File: src/rtl/p3to3_seq_if.sv
// Host and datapath signal bundle for the p3to3 neuron sequencer.
// The sequencer sits on the slave side; the host plus external datapath sit on the master side.
interface p3to3_seq_if #(
    parameter int N = 8
);
    logic           start_in;
    logic           dir_in;
    logic [N-1:0]   fcontrol_in;
    logic [3*N-1:0] fin_in;
    logic [3*N-1:0] bin_in;
    logic           ready_out;
    logic           done_out;
    logic [N-1:0]   fout_out;
    logic [N-1:0]   bout_out;
    logic [N-1:0]   bcontrol_out;
    logic           dp_fcontrol_out;
    logic [2:0]     dp_fin_out;
    logic [2:0]     dp_bin_out;
    logic           dp_fout_in;
    logic           dp_bout_in;
    logic           dp_bcontrol_in;

    modport master (
        output start_in, dir_in, fcontrol_in, fin_in, bin_in,
        output dp_fout_in, dp_bout_in, dp_bcontrol_in,
        input  ready_out, done_out, fout_out, bout_out, bcontrol_out,
        input  dp_fcontrol_out, dp_fin_out, dp_bin_out
    );

    modport slave (
        input  start_in, dir_in, fcontrol_in, fin_in, bin_in,
        input  dp_fout_in, dp_bout_in, dp_bcontrol_in,
        output ready_out, done_out, fout_out, bout_out, bcontrol_out,
        output dp_fcontrol_out, dp_fin_out, dp_bin_out
    );
endinterface

File: src/rtl/p3to3_seq.sv
// Time-multiplexes N neurons onto one external p3to3 datapath, one neuron per cycle,
// collecting forward or backward results into per-neuron output registers.
module p3to3_seq #(
    parameter int N = 8
) (
    input  logic         clk_in,
    input  logic         rst_in_n,
    p3to3_seq_if.slave   bus
);
    localparam int IW = (N > 1) ? $clog2(N) : 1;
    localparam logic [IW-1:0] LAST = IW'(N - 1);

    typedef enum logic [1:0] {IDLE, RUN, DONE} state_t;

    state_t         state, state_nx;
    logic [IW-1:0]  idx;
    logic           dir_q;
    logic           armed;
    logic [N-1:0]   fc_q;
    logic [3*N-1:0] fin_q;
    logic [3*N-1:0] bin_q;
    logic           accept;
    logic           last;

    always_comb begin
        state_nx            = state;
        last                = (idx == LAST);
        bus.ready_out       = (state != RUN);
        bus.done_out        = (state == DONE);
        bus.dp_fcontrol_out = 1'b0;
        bus.dp_fin_out      = 3'b000;
        bus.dp_bin_out      = 3'b000;
        // armed keeps the first edge after reset release from taking a start
        accept              = bus.start_in && bus.ready_out && armed;
        unique case (state)
            IDLE: if (accept) state_nx = RUN;
            RUN: begin
                bus.dp_fcontrol_out = fc_q[idx];
                bus.dp_fin_out      = fin_q[3*idx +: 3];
                bus.dp_bin_out      = bin_q[3*idx +: 3];
                if (last) state_nx = DONE;
            end
            DONE:    state_nx = accept ? RUN : IDLE;
            default: state_nx = IDLE;
        endcase
    end

    always_ff @(posedge clk_in or negedge rst_in_n) begin
        if (!rst_in_n) begin
            state            <= IDLE;
            idx              <= '0;
            dir_q            <= 1'b0;
            armed            <= 1'b0;
            fc_q             <= '0;
            fin_q            <= '0;
            bin_q            <= '0;
            bus.fout_out     <= '0;
            bus.bout_out     <= '0;
            bus.bcontrol_out <= '0;
        end else begin
            state <= state_nx;
            armed <= 1'b1;
            if (accept) begin
                dir_q <= bus.dir_in;
                fc_q  <= bus.fcontrol_in;
                fin_q <= bus.fin_in;
                bin_q <= bus.bin_in;
                idx   <= '0;
            end else if (state == RUN) begin
                if (dir_q) begin
                    bus.bout_out[idx]     <= bus.dp_bout_in;
                    bus.bcontrol_out[idx] <= bus.dp_bcontrol_in;
                end else begin
                    bus.fout_out[idx] <= bus.dp_fout_in;
                end
                idx <= last ? '0 : idx + 1'b1;
            end
        end
    end
endmodule

File: src/flat_wrapper.sv
// flat-port wrapper written by rule: the top's interface ports become plain ports
module p3to3_seq_flat 
#(
    parameter int N = 8
)
  (clk_in, rst_in_n, bus_start_in, bus_dir_in, bus_fcontrol_in, bus_fin_in, bus_bin_in, bus_dp_fout_in, bus_dp_bout_in, bus_dp_bcontrol_in, bus_ready_out, bus_done_out, bus_fout_out, bus_bout_out, bus_bcontrol_out, bus_dp_fcontrol_out, bus_dp_fin_out, bus_dp_bin_out);
  p3to3_seq_if #(.N(N)) bus_i ();
  input  logic clk_in;
  input  logic rst_in_n;
  input wire logic [$bits(bus_i.start_in)-1:0] bus_start_in;
  input wire logic [$bits(bus_i.dir_in)-1:0] bus_dir_in;
  input wire logic [$bits(bus_i.fcontrol_in)-1:0] bus_fcontrol_in;
  input wire logic [$bits(bus_i.fin_in)-1:0] bus_fin_in;
  input wire logic [$bits(bus_i.bin_in)-1:0] bus_bin_in;
  input wire logic [$bits(bus_i.dp_fout_in)-1:0] bus_dp_fout_in;
  input wire logic [$bits(bus_i.dp_bout_in)-1:0] bus_dp_bout_in;
  input wire logic [$bits(bus_i.dp_bcontrol_in)-1:0] bus_dp_bcontrol_in;
  output wire logic [$bits(bus_i.ready_out)-1:0] bus_ready_out;
  output wire logic [$bits(bus_i.done_out)-1:0] bus_done_out;
  output wire logic [$bits(bus_i.fout_out)-1:0] bus_fout_out;
  output wire logic [$bits(bus_i.bout_out)-1:0] bus_bout_out;
  output wire logic [$bits(bus_i.bcontrol_out)-1:0] bus_bcontrol_out;
  output wire logic [$bits(bus_i.dp_fcontrol_out)-1:0] bus_dp_fcontrol_out;
  output wire logic [$bits(bus_i.dp_fin_out)-1:0] bus_dp_fin_out;
  output wire logic [$bits(bus_i.dp_bin_out)-1:0] bus_dp_bin_out;
  assign bus_i.start_in = bus_start_in;
  assign bus_i.dir_in = bus_dir_in;
  assign bus_i.fcontrol_in = bus_fcontrol_in;
  assign bus_i.fin_in = bus_fin_in;
  assign bus_i.bin_in = bus_bin_in;
  assign bus_i.dp_fout_in = bus_dp_fout_in;
  assign bus_i.dp_bout_in = bus_dp_bout_in;
  assign bus_i.dp_bcontrol_in = bus_dp_bcontrol_in;
  assign bus_ready_out = bus_i.ready_out;
  assign bus_done_out = bus_i.done_out;
  assign bus_fout_out = bus_i.fout_out;
  assign bus_bout_out = bus_i.bout_out;
  assign bus_bcontrol_out = bus_i.bcontrol_out;
  assign bus_dp_fcontrol_out = bus_i.dp_fcontrol_out;
  assign bus_dp_fin_out = bus_i.dp_fin_out;
  assign bus_dp_bin_out = bus_i.dp_bin_out;
  p3to3_seq #(.N(N)) u_core (.clk_in(clk_in), .rst_in_n(rst_in_n), .bus(bus_i));
endmodule
File: config.mk
export PLATFORM = sky130hd
export DESIGN_NAME = p3to3_seq_flat
export DESIGN_NICKNAME = d
export VERILOG_FILES = /design/src/rtl/p3to3_seq_if.sv /design/src/rtl/p3to3_seq.sv /design/src/flat_wrapper.sv
export SDC_FILE = /design/constraint.sdc
export NUM_CORES = 1
export LEC_CHECK = 0
export ABC_AREA = 0
export CORE_ASPECT_RATIO = 0.9
export CORE_MARGIN = 2
export CORE_UTILIZATION = 47
export DETAILED_ROUTE_END_ITERATION = 8
export GPL_TIMING_DRIVEN = 0
export HOLD_SLACK_MARGIN = 0.12
export PLACE_DENSITY = 0.77
export SETUP_SLACK_MARGIN = 0.3
export SYNTH_ARGS = -nofsm -noshare
export SYNTH_HDL_FRONTEND = slang
export SYNTH_SLANG_ARGS = --single-unit
File: constraint.sdc
create_clock -name clk_in -period 2.5 [get_ports clk_in]
set_input_delay 0.75 -clock clk_in [delete_from_list [all_inputs] [get_ports clk_in]]
set_output_delay 0.75 -clock clk_in [all_outputs]
set_load 0.05 [all_outputs]
# --- Word-level counts from Yosys, hierarchy flattened ---
# Cells that the tools add are included.
word_totals:
  in_bits: 63
  reg_bits: 87
  out_inout_bits: 33
  wordCells: 49
op_classes:
  add_sub_neg: 1
  n_eq_ne: 6
  n_mux: 17
  reduce_logical: 8
  shifts: 2
  order_cmp: 2
  bitwise_logic: 2
  mul: 1
ops:
  columns: ["operator", "n"]
  rows:
  - ["$shiftx 24x6->3", 2]
  - ["$bwmux 8", 3]
  - ["$mux 3", 5]
  - ["$ne 2x1->1 const B", 3]
  - ["$pmux 2 s3", 1]
  - ["$reduce_and 3->1", 2]
  - ["$mul 2x3->5 const A", 1]
  - ["$lt 3x4->1 const B", 1]
  - ["$mux 1", 4]
  - ["$mux 2", 2]
  - ["$add 3x1->3 const B", 1]
  - ["$bmux 1 s3", 1]
  - ["$demux 1 s3", 1]
  - ["$eq 3x3->1 const B", 1]
  - ["$ge 3x1->1 const B", 1]
  - ["$logic_and 1x1->1", 3]
  - ["$eq 2x1->1 const B", 1]
  - ["$eq 2x2->1 const B", 1]
  - ["$logic_not 2->1", 1]
  - ["$not 1->1", 2]
  - ["$reduce_and 2->1", 1]
  - ["$reduce_bool 2->1", 1]

# --- Longest topological paths before layout ---
# Gate-level depths: netlist of run 1.
logic_depth:
  ltp_word: 5
  mapped_depth: 6
  ltp_nobuf: 5

# --- Least setup slack after synthesis of run 1 ---
# No wires, ideal clock.
synth_timing:
  path_type: "flip-flop to output port"
  from: "reg u_core.state[1]"
  to: "out bus_dp_fcontrol_out"
  path_buffers: 2
  required_time_ns: 1.750
  stages_incl_launch_ff: 6
  setup_slack_ns: -0.698
  arrival_ns: 2.448
  path_cell_list: "dfrtp_1 -> nor2b_4 -> buf_6 -> inv_2 -> clkbuf_1 -> o32ai_1"
synth_between:
  elab_chain_len: 2
synth_rtl:
  columns: ["item", "line", "rtl"]
  rows:
  - ["start: declaration", "p3to3_seq.sv:15", "state_t state, state_nx;"]
  - ["start signal: assignment", "p3to3_seq.sv:61", "state <= state_nx;"]
  - ["$eq 2x1->1", "p3to3_seq.sv:35", "unique case (state)"]
  - ["$mux 1", "p3to3_seq.sv:35", null]
  - ["end: declaration", "flat_wrapper.sv:23", "output wire logic [$bits(bus_i.dp_fcontrol_out)-1:0] bus_dp_fcontrol_out;"]
# Every way passes these cells.

# --- Worst setup path after layout of run 1 ---
layout_timing:
  from: "reg u_core.idx[1]"
  to: "out bus_dp_fcontrol_out"
layout_between:
  elab_chain_len: 3
layout_rtl:
  columns: ["item", "line", "rtl"]
  rows:
  - ["start: declaration", "p3to3_seq.sv:16", "logic [IW-1:0] idx;"]
  - ["start signal: assignment", "p3to3_seq.sv:76", "idx <= last ? '0 : idx + 1'b1;"]
  - ["$bmux 1 s3", "p3to3_seq.sv:38", "bus.dp_fcontrol_out = fc_q[idx];"]
  - ["$mux 1 (implied by the code)", "p3to3_seq.sv:38", null]
  - ["$mux 1", "p3to3_seq.sv:35", null]
# Every way passes these cells. The select of a mux whose other input is x is not followed.

==> impl_results.md, run 1 <==
* Outcome: complete, but fails checks
* Failing checks: negative setup slack
* Hold-fix buffers at CTS at 0
* Total grt overflow at 0
* Pwr Density at around 1500 mW/mm²
* Fin crit period at ~2600 ps
* Initial antenna violation count at 0
* Htree depth at 3
* RSZ-0062 raised after global routing: yes
* Detail Route Antenna Nets at 0
* Synth async-reset ratio at 100%
* Core Footprint at 0.00807 mm²
* Post-route setup slack at -99.5 ps
* Skew-Pair Late Insertion Delay at 360 ps
* Syn. warnings at 0
* Final instance area at around 0.0058 mm²
* Largest net degree at the start of global routing at 46
* Clk_skew at ~7.3 ps
* Final nets at between 400 and 500
* Hold Vio Cnt, Final at 0
* Peak VDD IR at a little under 0.0009 V
* Reg clk slew, reported paths at 80 ps
* Seq cells post-synth at 87
* Critical path required time at about 1800 ps
* Worst EP arrival at between 1500 and 2000 ps
* I/O Buffers at 95
* Critical path class: register to output pin
* Number of global-route vias before repair at 3,074
* Largest cells by area after synthesis: dfrtp_1 (56%), mux2_2 (21%), mux2_1 (2.3%)
* CTS tree: yes
* CTS sink cnt at just under 90
* Worst Setup End Kind: output pin
* Main synth FF type: dfrtp_1
* Num CTS Buffers at 9
* DR WL/cell at roughly 19 µm
* Crit path max fanout at 7
* Final Cycle Share at 104%
* Final total power at between 0.008 and 0.009 W
* Pleak at ~2.5 nW
* Worst reg-to-reg setup slack at 760 ps
* Die W at roughly 100 µm
* Rel. slew slack at around 63%
* Cells after synthesis at approximately 300
* DP Area at approximately 0.0051 mm²
* Highest clock rate at between 0.3 and 0.4 GHz
* Post-synth EDFFs at 0
* Reg2Reg Depth at 6
* Max-slew violations at 0
* Router iterations before antenna repair at 4
* Worst-margin pin slew at ~560 ps
* Die ar. at roughly 0.0091 mm²
* Reg2reg start: u_core.state[1]
* Syn_area_per_cell at around 13 µm²
* Layout cells sized above 1 at a little over two fifths
* RR Endpoint: u_core.bus.bout_out[5]
* Vias at 2,919
* Startpoint types: register
* Detailed Route WL at between 10,000 and 15,000 µm
* DP HPWL at between 6000 and 7000 µm
* Pre-CTS setup slack at -612 ps
* Hold Crit Class: input pin to async pin
* Synthesized cell area at around 0.004 mm²
* Die H at 90.6 µm
* Unique cell type count in the Yosys netlist at 42
* Yosys top cell area share at 55.6%
* Io pins at 96
* Largest area contributor in the netlist: dfrtp_1
* Max-cap violations at 0
* Number of DRC markers in iteration 0 at between 150 and 200
* GRT Total Usage at a little under a quarter
* Antenna diode count at 0
* First-pass GRT wire length at ~16,000 µm
* DRC at 0
* Synth cell count leaders: dfrtp_1 (87), mux2_2 (72), nand2_1 (21), buf_2 (13), a21oi_1 (11)
* CTS Root Cell: clkbuf_8
* Avg Vias per Cell at 5.52
* Mapped Nets at 362
* Seq/Total Area, Yosys at between 50% and 60%
* Count leader, synth: dfrtp_1
* Final setup viols at 6
* Cell row count at 31
* Initial core utilization at 48.5%
* Placer congestion estimate at between 0.8 and 0.9
* Area grow syn2layout at 47.7%
* Clock Tree Buf Depth at 2
==> flip-flops by register name (all words and copies together), names as in the netlist <==
name / cells
u_core.armed: 1
u_core.fin_q: 24
u_core.fc_q: 8
u_core.state: 2
u_core.idx: 3
u_core.bus.bcontrol_out: 8
u_core.bus.fout_out: 8
u_core.bus.bout_out: 8
u_core.bin_q: 24
u_core.dir_q: 1
==> cell usage in the layout, fill, tap and decap left out, types with 3 or more instances in the layout <==
master / n
dlygate4sd2_1: 24
buf_4: 20
o21ai_1: 4
mux2_1: 8
a221oi_4: 6
nand2_2: 5
clkdlybuf4s50_1: 61
nand2_1: 20
o32ai_4: 3
buf_8: 4
buf_6: 14
a22o_1: 3
clkinvlp_4: 3
clkbuf_8: 11
buf_12: 4
a21oi_4: 3
mux2i_1: 6
a21oi_1: 6
nor2_1: 3
mux2_2: 72
a221oi_2: 3
dfrtp_1: 85
o21ai_0: 6
nor2_2: 3
inv_1: 3
buf_2: 7
==> timing repair <==
item | CTS | global route
gates resized for setup | 138 | 13
cloned | 1 | 0
endpoints found under the setup margin | 33 | 9
buffers inserted | 19 | 2
pin swaps | 17 | 6
==> worst max-delay path by stage <==
stage / startpoint / depth (start not counted) / end
CTS: u_core.idx[1] / 5 / bus_dp_fin_out[2]
detailed placement: u_core.idx[1] / 5 / bus_dp_fcontrol_out
global route: u_core.idx[2] / 7 / bus_dp_fin_out[2]
finish: u_core.idx[1] / 5 / bus_dp_fcontrol_out
floorplan: u_core.idx[1] / 4 / bus_dp_fcontrol_out
global placement: rst_in_n / 1 / u_core.fin_q[19]
==> power breakdown <==
group	leakage, nW	switching (W)	internal, W
clock network	0.0985	0.000482	0.000510
registers	1.04	0.000480	0.00210
logic	1.31	0.00278	0.00224
total	2.45	0.00374	0.00485
==> final cells by class <==
cell class	instances	area, µm²
inverter	6	37.5
clock buffer	12	155
clock inverter	3	42.5
timing repair buffer	118	1140
multi-input combinational	187	1910
buffer	17	184
fill	576	2290
sequential	87	2180
tap	99	124
==> per-layer routing <==
metal / vias up / GRT usage [%] / share of wire [%]
li1: 1323 / - / -
met1: 1480 / 29.5 / 41
met2: 105 / 39.3 / 52
met3: 11 / 5.88 / 6.0
met4: 0 / 6.96 / 1.1
met5: - / 0 / 0
==> kinds of logic (layout without fill, tap and decap cells) <==
| group | after synthesis | after routing | share of synthesized area, % |
|---|---|---|---|
| other | 1 | 1 | 0.0958 |
| AND/OR/NAND/NOR | 51 | 51 | 7.54 |
| flip-flops | 87 | 87 | 55.6 |
| buffers and inverters | 23 | 156 | 3.00 |
| AO/OA/AOI/OAI | 45 | 45 | 7.80 |
| multiplexers | 88 | 88 | 25.3 |
| adder cells (fa/ha/maj) | 2 | 2 | 0.639 |
==> critical path, cell delays in order, from the launching register on <==
cell and delay, ps:
dfrtp_2 460, buf_8 160, and2b_4 200, a221oi_4 370, o32ai_4 120, buf_6 170
==> stage by stage <==
stage               hold WS [ps]  util (%)  setup TNS, ps  cells
floorplan                    448         -              0    297
CTS                          396      71.1           -396    527
global placement             466      63.6        -211920    491
global route                 407      71.7           -967    529
detailed placement           488      63.8          -3650    492
finish                       372      71.7           -459    529
Note: power is estimated with default switching activity, not from simulation.
==> run 2, diff against run 1 <==
SETUP_SLACK_MARGIN = 0.02   (was 0.3)
==> run 2 against run 1 <==
Effect of this change:
- the flow still finishes with violations (negative setup slack)
- largest cell class unchanged
- clock power up 11%
- wire length up 3.0%
- design area up 0.54%
- setup slack worse by 42 ps
- cell count down 0.57%
- via count up 1.0%
- non-clock buffer count down 4
==> impl_results.md, run 2 (synthesis results as in run 1) <==
* Detailed Route WL at approximately 10,000 µm
* Worst path buffer plus inverter count at 3
* First-pass GRT wire length at 16,900 µm
* Max-slew violations at 0
* Filler instances at 550
* Hold Vio Cnt, Final at 0
* Outcome: complete, but fails checks
* Worst-path cell chain: buf_12 > clkinvlp_4 > nor2_4 > a221oi_4 > o32ai_4 > buf_6
* FF+latch area at between 0.002 and 0.0025 mm²
* Critical path class: register to output pin
* Rel. slew slack at around two thirds
* Avg Vias per Cell at approximately 5.6
* Reg2reg start: u_core.idx[2]
* Pwr Density at ~1500 mW/mm²
* Die W at around 100 µm
* Multi-input logic area at roughly 0.0019 mm²
* Pre-CTS setup slack at -681 ps
* DRC at 0
* Core Footprint at around 0.0081 mm²
* Peak VDD IR at between 0.0007 and 0.0008 V
* Reg2Reg Depth at 7
* Final nets at between 400 and 500
* Area grow syn2layout at 48.5%
* Clock Tree Buf Depth at 2
* Critical path required time at between 1500 and 2000 ps
* CTS tree: yes
* M2 GR Usage at 39.1%
* Largest delay share family, worst path: buffers and inverters
* RSZ-0062 raised after global routing: yes
* Failing checks: negative setup slack
* DR WL/cell at about 20 µm
* Final setup viols at 7
* DP Area at 0.00509 mm²
* Worst reg-to-reg setup slack at approximately 700 ps
* Hold-fix buffers at CTS at 0
* DP HPWL at just under 7000 µm
* Num CTS Buffers at 9
* I/O Buffers at 95
* Io pins at 96
* CTS sink cnt at 87
* Initial core utilization at between 40% and 50%
* Worst Setup End Kind: output pin
* Reg clk slew, reported paths at ~80 ps
* Skew-Pair Late Insertion Delay at 370 ps
* Die H at 90.6 µm
* Htree depth at 3
* Final total power at a little under 0.009 W
* Final Cycle Share at 106%
* Router iterations before antenna repair at 4
* Pleak at roughly 2.4 nW
* Crit path max fanout at 5
* Post-route setup slack at -141 ps
* RR Endpoint: u_core.bus.bout_out[5]
* Layout cells sized above 1 at between 40% and 50%
* Busiest grt layer: met2
* Number of global-route vias before repair at 3,141
* Die ar. at 0.00908 mm²
* Final instance area at a little under 0.006 mm²
* Slowest stage delay, CP at 460 ps
* Worst-margin pin slew at 508 ps
* Vias at roughly 2.9k
* Clk_skew at between 8 and 9 ps
* Antenna diode count at 0
* Cell row count at 31
* Total grt overflow at 0
* Highest clock rate at around 0.38 GHz
* Fin crit period at 2640 ps
* Hold Crit Class: input pin to async pin
* Largest net degree at the start of global routing at between 50 and 60
* Detail Route Antenna Nets at 0
* Placer congestion estimate at 0.763
* Initial antenna violation count at 0
* Biggest regs: u_core.bin_q (24), u_core.fin_q (24)
* Number of DRC markers in iteration 0 at 130
* Critical-path top delay cell: dfrtp_2
* Most frequent cells in the layout: clkdlybuf4s50_1 (85), dfrtp_1 (85), mux2_2 (72)
* Met3 GRT Util at roughly 6.4%
* Startpoint types: register
* CTS Root Cell: clkbuf_8
* Worst EP arrival at between 1500 and 2000 ps
* GRT Total Usage at 24.7%
* Global Route met1 Usage at about 32%
* Max-cap violations at 0
-- run 2: cell type report --
type                    count  area share (%)
clock buffers              13            2.73
repair buffers            115            20.2
multi-input cells         187            33.0
clock inverters             3            1.12
well taps                  99            2.13
flip-flops and latches     87            37.5
plain buffers              16            2.82
inverters                   6           0.560
-- run 2: routing by layer --
metal	routed length [µm]	vias to the layer above
met3	511	27
li1	-	1321
met1	4480	1490
met2	5160	111
met4	318	0
met5	0	-
-- run 2: timing repair --
item                                   CTS  global route
gates resized for setup                111            15
pin swaps                               17             9
cloned                                   1             0
setup buffers                           15             4
setup endpoints to repair                9             8
endpoints found under the hold margin    0             0
-- run 2: worst max-delay path by stage --
stage,startpoint,end,slack (ps),cells after the start
floorplan,u_core.state[1],bus_dp_bin_out[2],50,5
global placement,rst_in_n,u_core.fin_q[6],-2380,1
detailed placement,u_core.idx[2],bus_dp_fcontrol_out,-680,6
CTS,u_core.idx[2],bus_dp_fcontrol_out,-110,6
global route,u_core.idx[2],bus_dp_fcontrol_out,-210,6
finish,u_core.idx[2],bus_dp_fcontrol_out,-140,6
-- run 2: stage by stage --
stage | hold WS (ps) | instances | TNS (ps) | utilization [%]
after global routing | 366 | 526 | -1170 | 72.1
after CTS | 338 | 523 | -636 | 71.4
after global placement | 464 | 491 | -211450 | 62.8
final | 341 | 526 | -749 | 72.1
after detailed placement | 473 | 492 | -4400 | 63.1
after floorplan | 448 | 297 | 0 | -
-- run 2: power by group --
| part | leakage, nW | switching [W] | internal, W | total, W |
|---|---|---|---|---|
| Combinational | 1.25 | 0.00275 | 0.00230 | 0.00505 |
| Sequential | 1.04 | 0.000515 | 0.00210 | 0.00262 |
| Clock | 0.114 | 0.000485 | 0.000617 | 0.00110 |
-- run 2: worst register-to-register path, stage by stage (launching register included) --
cell and delay, ps:
dfrtp_2 440, buf_4 130, buf_6 110, buf_4 120, buf_4 120, nand3_2 130, nor3_2 240, mux2_2 370
==> run 3, diff against run 2 <==
SETUP_SLACK_MARGIN = 0.1   (was 0.02)
==> run 3 against run 2 <==
Effect of this change:
- clock skew fell by 0.91 ps
- global-route usage is 1.5 points lower
- the flow still finishes with violations (negative setup slack)
- clock power is 5% higher
- sequential share of layout area is 0.44 points higher
- critical path depth grew 1
- flip-flop and latch count stayed put
- first-iteration DRC count up 9.2%
- core utilization shrank 0.84 points
- hold slack better by 15 ps
- sequential power fell by 2%
- highest routed layer unchanged
- wire length fell by 4.4%
==> impl_results.md, run 3 (synthesis results as in run 1) <==
* Outcome: complete, but fails checks
* Failing checks: negative setup slack
* Antenna diode count at 0
* Largest net degree at the start of global routing at 52
* DP HPWL at around 6600 µm
* Layout Cells excl Fill at 527
* Cell row count at 31
* Max-cap violations at 0
* RR Endpoint: u_core.bus.fout_out[4]
* Worst-margin pin slew at roughly 530 ps
* Fin crit period at about 2600 ps
* CTS sink cnt at 87
* Final nets at 488
* Die ar. at between 0.009 and 0.01 mm²
* Critical path class: register to output pin
* Layout cells sized above 1 at 41.6%
* Core Footprint at slightly above 0.008 mm²
* DR WL/cell at between 15 and 20 µm
* Clk_skew at 7.66 ps
* Busiest grt layer: met2
* Worst Setup End Kind: output pin
* Highest clock rate at 0.377 GHz
* Rel. slew slack at 64.9%
* Global Route met1 Usage at between 30% and 40%
* Final hold slack at roughly 360 ps
* Biggest regs: u_core.bin_q (24), u_core.fin_q (24)
* Area grow syn2layout at 46.8%
* Detail Route Antenna Nets at 0
* Placer congestion estimate at 0.830
* Avg Vias per Cell at roughly 5.5
* Pre-CTS setup slack at -739 ps
* Startpoint types: register
* Met3 GRT Util at 5.96%
* Pwr Density at ~1500 mW/mm²
* I/O Buffers at 95
* Num CTS Buffers at 9
* Skew-Pair Late Insertion Delay at between 300 and 400 ps
* Htree depth at 3
* Final Cycle Share at 106%
* Initial core utilization at about half
* Max-slew violations at 0
* Io pins at 96
* Setup crit end: bus_dp_fin_out[0]
* Critical path required time at ~1800 ps
* Crit path max fanout at 10
* Peak VDD IR at approximately 0.00083 V
* Clock Tree Buf Depth at 2
* First-pass GRT wire length at 16,200 µm
* Post-route setup slack at -150 ps
* GRT Total Usage at a little under a quarter
* Hold Crit Class: input pin to async pin
* Reg2Reg Depth at 6
* DRC at 0
* Reg2reg start: u_core.idx[2]
* Detailed Route WL at around 10,000 µm
* Router iterations before antenna repair at 4
* Number of global-route vias before repair at between 3k and 4k
* Die H at around 90 µm
* Total grt overflow at 0
* Pleak at roughly 2.4 nW
* Most frequent cells in the layout: clkdlybuf4s50_1 (85), dfrtp_1 (85), mux2_2 (72)
* Cells after DPL at 492
* Worst reg-to-reg setup slack at 850 ps
* Die W at about 100 µm
* RSZ-0062 raised after global routing: yes
* Worst setup path start: u_core.idx[2]
* Worst EP arrival at about 1900 ps
* Reg clk slew, reported paths at ~80 ps
* CTS Root Cell: clkbuf_8
* Final setup viols at 7
* Number of DRC markers in iteration 0 at ~140
* CTS tree: yes
* Fin util at a little under three quarters
* M2 GR Usage at a little under two fifths
* Initial antenna violation count at 0
* Vias at 2,882
* Hold Vio Cnt, Final at 0
* Hold-fix buffers at CTS at 0
run 3: layout make-up:
cell class              count  area [µm²]
fillers                   540        2320
multi-input cells         187        1870
clock buffers              11         131
well taps                  99         124
flip-flops and latches     87        2180
plain buffers              16         159
inverters                   6        32.5
repair buffers            116        1140
clock inverters             5         106
run 3: what timing repair did:
action / 4_1_cts / 5_1_grt
pin swaps: 13 / 4
setup endpoints to repair: 9 / 8
cloned: 1 / 0
buffers inserted: 19 / 0
gates resized for setup: 109 / 8
run 3: critical path, stage by stage (launching register included):
cell and delay [ps]:
dfrtp_2 440, buf_12 150, buf_8 150, nand2_1 60, a21oi_1 80, a221oi_2 320
o32ai_4 160, buf_6 180
run 3: worst min path at each step:
stage,start,endpoint,slack [ps],cells after the start
after global routing,rst_in_n,u_core.bus.bout_out[0],380,1
after floorplan,rst_in_n,u_core.armed,450,0
after detailed placement,u_core.bus.bout_out[2],u_core.bus.bout_out[2],480,1
after CTS,rst_in_n,u_core.bus.bout_out[1],360,1
after global placement,u_core.state[0],u_core.state[0],460,1
final,rst_in_n,u_core.bus.bout_out[0],360,1
run 3: through the flow:
| step | setup TNS, ps | instance area [µm²] | total power, W |
|---|---|---|---|
| after floorplan | 0 | 3990 | 0.00540 |
| after global placement | -211280 | 5060 | 0.00656 |
| after detailed placement | -4560 | 5090 | 0.00667 |
| after CTS | -488 | 5710 | 0.00853 |
| after global routing | -1140 | 5750 | 0.00908 |
| final | -650 | 5750 | 0.00866 |
run 3: power breakdown:
group	total, W	switching, W	internal [W]
clock network	0.00116	0.000493	0.000666
logic	0.00492	0.00272	0.00221
registers	0.00258	0.000472	0.00210
run 3: metal layers:
metal  up-vias  wire, µm
met3        17       612
li1       1325         -
met1      1440      4220
met2       100      4990
met4         0       200
met5         -         0
